File: config.mk
export PLATFORM = sky130hd
export DESIGN_NAME = nucleo_cisc_param
export DESIGN_NICKNAME = d
export VERILOG_FILES = /design/src/rtl/nucleo_cisc_param.sv
export SDC_FILE = /design/constraint.sdc
export NUM_CORES = 1
export LEC_CHECK = 0
export ABC_AREA = 0
export BUFFER_PORTS_ARGS = -buffer_cell sky130_fd_sc_hd__buf_2
export CAP_MARGIN = 10
export CORE_ASPECT_RATIO = 0.75
export CORE_MARGIN = 1.5
export CORE_UTILIZATION = 57
export DETAILED_ROUTE_END_ITERATION = 6
export GPL_ROUTABILITY_DRIVEN = 0
export GPL_TIMING_DRIVEN = 0
export PLACE_DENSITY = 0.81
export REMOVE_ABC_BUFFERS = 1
export SYNTH_ARGS = -nofsm -noshare
export SYNTH_HDL_FRONTEND = slang
export SYNTH_SLANG_ARGS = --single-unit
File: constraint.sdc
create_clock -name Reloj -period 2.8 [get_ports Reloj]
set_input_delay 0.28 -clock Reloj [delete_from_list [all_inputs] [get_ports Reloj]]
set_output_delay 0.28 -clock Reloj [all_outputs]
set_load 0.05 [all_outputs]
File: src/rtl/nucleo_cisc_param.sv
// Parametrised multi-cycle CISC core with a req/ack memory port that tolerates wait states.
// Instruction word: op in the top nibble, then rd, ra, rb fields of clog2(NREG) bits each.
module nucleo_cisc_param #(
    parameter int ANCHO = 16,
    parameter int NREG = 8,
    parameter int ANCHO_DIR = 16,
    parameter logic [ANCHO_DIR-1:0] VECTOR_INICIO = '0
) (
    input  logic                 Reloj,
    input  logic                 Reiniciar,
    output logic                 mem_req,
    output logic                 mem_we,
    output logic [ANCHO_DIR-1:0] mem_dir,
    output logic [ANCHO-1:0]     mem_dout,
    input  logic [ANCHO-1:0]     mem_din,
    input  logic                 mem_ack,
    output logic [3:0]           estado,
    output logic                 detenido
);

    localparam int RW = $clog2(NREG);
    localparam int IW = 4 + 3 * RW;
    localparam int MSB = ANCHO - 1;
    localparam logic [ANCHO_DIR-1:0] UNO = 1;

    typedef enum logic [2:0] {
        BUSCA,
        DECODIFICA,
        EJECUTA,
        OPERANDO,
        LEE,
        ESCRIBE,
        DETENIDO
    } fase_t;

    fase_t                 fase, fase_sig;
    logic [ANCHO_DIR-1:0]  pc;
    logic [IW-1:0]         ir;
    logic [ANCHO-1:0]      regs [NREG];
    logic [ANCHO-1:0]      opa, opb;
    logic [3:0]            banderas;
    logic                  hueco;

    logic [3:0]            op;
    logic [RW-1:0]         rd, ra, rb;
    logic [ANCHO-1:0]      res;
    logic [ANCHO:0]        suma, resta;
    logic                  alu_c, alu_v;
    logic [ANCHO_DIR-1:0]  dir_reg, dir_palabra;

    assign op = ir[IW-1 -: 4];
    assign rd = ir[IW-5 -: RW];
    assign ra = ir[IW-5-RW -: RW];
    assign rb = ir[RW-1:0];

    assign dir_reg = ANCHO_DIR'(opa);
    assign dir_palabra = ANCHO_DIR'(mem_din);

    always_comb begin
        suma  = {1'b0, opa} + {1'b0, opb};
        resta = {1'b0, opa} - {1'b0, opb};
        res   = '0;
        alu_c = 1'b0;
        alu_v = 1'b0;
        case (op)
            4'h1: begin
                res   = suma[MSB:0];
                alu_c = suma[ANCHO];
                alu_v = (opa[MSB] == opb[MSB]) && (res[MSB] != opa[MSB]);
            end
            4'h2: begin
                res   = resta[MSB:0];
                alu_c = resta[ANCHO];
                alu_v = (opa[MSB] != opb[MSB]) && (res[MSB] != opa[MSB]);
            end
            4'h3: res = opa & opb;
            4'h4: res = opa | opb;
            4'h5: res = opa ^ opb;
            4'h6: begin
                res   = {opa[MSB-1:0], 1'b0};
                alu_c = opa[MSB];
            end
            4'h7: begin
                res   = {1'b0, opa[MSB:1]};
                alu_c = opa[0];
            end
            default: res = '0;
        endcase
    end

    // The idle cycle after each completed data transaction is the BUSCA cycle with hueco set
    always_comb begin
        mem_req  = 1'b0;
        mem_we   = 1'b0;
        mem_dir  = '0;
        mem_dout = '0;
        case (fase)
            BUSCA: begin
                mem_req = !hueco;
                mem_dir = hueco ? '0 : pc;
            end
            OPERANDO: begin
                mem_req = 1'b1;
                mem_dir = pc;
            end
            LEE: begin
                mem_req = 1'b1;
                mem_dir = dir_reg;
            end
            ESCRIBE: begin
                mem_req  = 1'b1;
                mem_we   = 1'b1;
                mem_dir  = dir_reg;
                mem_dout = opb;
            end
            default: mem_req = 1'b0;
        endcase
    end

    assign estado   = banderas;
    assign detenido = (fase == DETENIDO);

    always_comb begin
        fase_sig = fase;
        case (fase)
            BUSCA:      if (mem_req && mem_ack) fase_sig = DECODIFICA;
            DECODIFICA: begin
                case (op)
                    4'h0:                      fase_sig = BUSCA;
                    4'h1, 4'h2, 4'h3, 4'h4,
                    4'h5, 4'h6, 4'h7:          fase_sig = EJECUTA;
                    4'h9:                      fase_sig = LEE;
                    4'hA:                      fase_sig = ESCRIBE;
                    4'hF:                      fase_sig = DETENIDO;
                    default:                   fase_sig = OPERANDO;
                endcase
            end
            EJECUTA:    fase_sig = BUSCA;
            OPERANDO,
            LEE,
            ESCRIBE:    if (mem_ack) fase_sig = BUSCA;
            default:    fase_sig = DETENIDO;
        endcase
    end

    // hueco starts set so that no request is issued in the first cycle after reset
    always_ff @(posedge Reloj) begin
        if (Reiniciar) begin
            fase     <= BUSCA;
            pc       <= VECTOR_INICIO;
            ir       <= '0;
            opa      <= '0;
            opb      <= '0;
            banderas <= '0;
            hueco    <= 1'b1;
            for (int i = 0; i < NREG; i++) regs[i] <= '0;
        end else begin
            fase <= fase_sig;
            case (fase)
                BUSCA: begin
                    if (hueco) begin
                        hueco <= 1'b0;
                    end else if (mem_ack) begin
                        ir <= mem_din[ANCHO-1 -: IW];
                        pc <= pc + UNO;
                    end
                end
                DECODIFICA: begin
                    opa <= regs[ra];
                    opb <= regs[rb];
                end
                EJECUTA: begin
                    regs[rd] <= res;
                    banderas <= {(res == '0), alu_c, alu_v, res[MSB]};
                end
                OPERANDO: begin
                    if (mem_ack) begin
                        hueco <= 1'b1;
                        case (op)
                            4'h8: begin
                                regs[rd] <= mem_din;
                                pc       <= pc + UNO;
                            end
                            4'hB:    pc <= dir_palabra;
                            4'hC:    pc <= banderas[3] ? dir_palabra : pc + UNO;
                            4'hD:    pc <= banderas[2] ? dir_palabra : pc + UNO;
                            4'hE:    pc <= banderas[0] ? dir_palabra : pc + UNO;
                            default: pc <= pc + UNO;
                        endcase
                    end
                end
                LEE: begin
                    if (mem_ack) begin
                        regs[rd] <= mem_din;
                        hueco    <= 1'b1;
                    end
                end
                ESCRIBE: begin
                    if (mem_ack) hueco <= 1'b1;
                end
                default: hueco <= 1'b0;
            endcase
        end
    end

endmodule

==> impl_metrics.toml <==
[outcome]
status = "finished with violations"
violations = "DRC, setup timing"

[routing]
first_pass_iters = 7
vias_per_cell = 7.059
wire_per_inst_um = 25.59
route.detailed.drc = 14
drtIter0Drc = 2057
ant_nets = 0
wl_mm = 42.62
num_vias = 11754

[die]
placementRows = 47
coreArea_sq_um = 22050
die_area_sq_um = 23400
start_util = 0.5812
die_w_um = 176.1
pin_count = 58
die_h_um = 132.9

[hold_path]
min_path_type = "in2reg"
min_path_cells = 3
min_from = "mem_din[1]"
min_to = "pc[1]"

[layout]
nets = 1435
top_register = "regs"
synthToLayoutAreaGrowth_pct = 24.87
largest_register_ffs = 128
drive_gt1_frac = 0.3387
stdcell_count = 1665
nFillCells = 1371
fin_area_sq_um = 16000

[placement]
io_buffers = 57
postPlaceCellArea_sq_um = 13300
dp_cells = 1541
dpl.hpwl_mm = 25.34

[global_routing]
grt_antenna_before_repair = 1
gr-usage-all-layers = 0.3508
overflow = 0
grt_pass1_vias = 10903
grt_max_degree = 47
grt_pass1_wl_mm = 62.02

[yosys]
ys_seq_elements = 200
synth_warnings = 0
avgSynthCellArea_sq_um = 10.09
synthTopCellsByCount = "nor2_1, edfxtp_1, dfxtp_1, clkbuf_1, mux2i_1"
yosys.area.top_type = "edfxtp_1"
synth_area_sq_um = 12820
yosysMostFrequentCell = "nor2_1"
synth_top_area_frac = 0.2999
synth_edf_count = 128
ys.flop_type = "edfxtp_1"
syn_inst = 1270
synth-seq-area-share = 0.4124
yosysUniqueCellTypes = 79
async_flop_share = 0
synth_area_leaders = "edfxtp_1, dfxtp_1, mux4_2"

[sta]
setup_tns_ns = -9.379
setup_slack_ns = -0.2841
hold_viol_final = 0
relSlewSlack = 0.1475
setup_viol = 58
timing.fmax_mhz = 324.2
period_share = 1.101
maxSlewViolCount = 0
min_period_ns = 3.084
rsz0062_at_grt = "yes"
fin_skew_ns = 0.01406
max_slew.worst_pin.slew_ns = 1.277

[power_and_ir_drop]
p_int_uw = 5886
leakage_uw = 0.005717
p_comb_frac = 0.315
p_per_area_nw_per_um2 = 559.7
p_sw_uw = 3071
p_clk_frac = 0.288
swShare = 0.3429
seqPwrFrac = 0.397
peakVddDrop_v = 0.0004801

[worst_setup_path]
reg2reg_slack_ns = -0.28
path_max_fanout = 8
startpoint_type = "flip-flop"
end_kind = "flip-flop"
required_ns = 2.98
rr_endpoint = "regs[3][12]"
worstRegToRegCells = 11
reg2reg_from = "opb[8]"
worst_ep_arrival_time_ns = 3.26
critPathKind = "reg2reg"

[cts]
tritoncts = "built"
cts_root_buf = "clkbuf_16"
clkTransAtPathRegs_ns = 0.07
clock_path_buffers = 2
clock_latency_ns = 0.45
clock-sinks = 200
numCtsBuffers = 17
cts-htree-levels = 4

[job]
cap_violations = 0
routing by layer:
metal / share of wire / GRT usage / wire [um]
met1: 0.35 / 0.4589 / 15050
met2: 0.47 / 0.5586 / 20060
met3: 0.13 / 0.08103 / 5337
met4: 0.051 / 0.1567 / 2169
met5: 0 / 0 / 0
final cells by class:
cell class / count / area, sq um / share of cell area
clock buffer: 20 / 456.7 / 0.02854
clock inverter: 12 / 157.7 / 0.009851
antenna: 1 / 2.502 / 0.0001564
multi-input combinational: 920 / 8103 / 0.5063
sequential: 200 / 5381 / 0.3363
timing repair buffer: 158 / 1294 / 0.08084
tap: 294 / 367.9 / 0.02299
inverter: 60 / 240.2 / 0.01501
worst max-delay path by stage:
stage | start | end | slack [ns] | cells after the start
after global placement | fase[2] | regs[7][15] | -4.20 | 7
after CTS | dir_reg[0] | estado[3] | -0.16 | 13
after floorplan | fase[2] | regs[7][0] | -1.95 | 7
after detailed placement | fase[2] | regs[7][15] | -2.12 | 7
final | opb[8] | regs[3][12] | -0.28 | 11
after global routing | opb[8] | regs[2][12] | -0.43 | 11
per-stage QoR:
step	setup slack [ns]	utilization	total power (uW)	hold slack, ns
3_3_place_gp	-4.205	0.5946	5307	0.4814
5_1_grt	-0.4346	0.7256	9254	0.1440
2_1_floorplan	-1.950	-	4796	0.3491
6_report	-0.2841	0.7257	8957	0.1341
3_5_place_dp	-2.116	0.6030	5387	0.4947
4_1_cts	-0.1614	0.6877	8423	0.1165
cell usage in the layout (no fill, tap or decap), types with 16 or more instances in the layout:
cell	n
nand2_1	32
ha_1	42
buf_12	17
a22o_1	18
buf_4	75
mux4_2	64
nor2_1	220
o21ai_0	35
dfxtp_1	35
buf_2	57
dfxtp_2	17
nor3_1	16
a211oi_1	41
a21oi_1	49
clkbuf_16	17
mux2i_1	54
dfxtp_4	20
and2_1	21
inv_1	50
edfxtp_1	128
nor2_4	19
kinds of logic after synthesis:
family / synth area share
multiplexers: 0.1692
AND/OR/NAND/NOR: 0.1558
flip-flops: 0.4124
buffers and inverters: 0.04549
AO/OA/AOI/OAI: 0.1577
XOR/XNOR: 0.0006835
adder cells (fa/ha/maj): 0.05877
power by group through the flow:
| stage | Sequential (uW) | Combinational [uW] | Clock [uW] |
|---|---|---|---|
| floorplan | 3500 | 1300 | 0 |
| global route | 3570 | 2970 | 2720 |
| global placement | 3580 | 1720 | 0 |
| finish | 3550 | 2820 | 2580 |
| detailed placement | 3590 | 1800 | 0 |
| CTS | 3530 | 2300 | 2590 |
worst max-delay path, cell delays in order, from the launching register on:
cell        delay, ns
dfxtp_2          0.42
inv_1            0.12
ha_4             0.36
clkinvlp_4       0.19
a211oi_2         0.30
o21bai_2         0.12
o211ai_1         0.21
a21oi_1          0.11
o32ai_2          0.31
o211ai_1         0.25
mux2i_4          0.34
nor2_1           0.09
repair_timing:
action                     CTS  global route
setup buffers               39            50
hold buffers                 0             0
cloned                       2             0
resized for setup          210            95
pin swaps                   39            43
setup endpoints to repair  295           223
No activity file was read; power rests on OpenSTA's default activity.
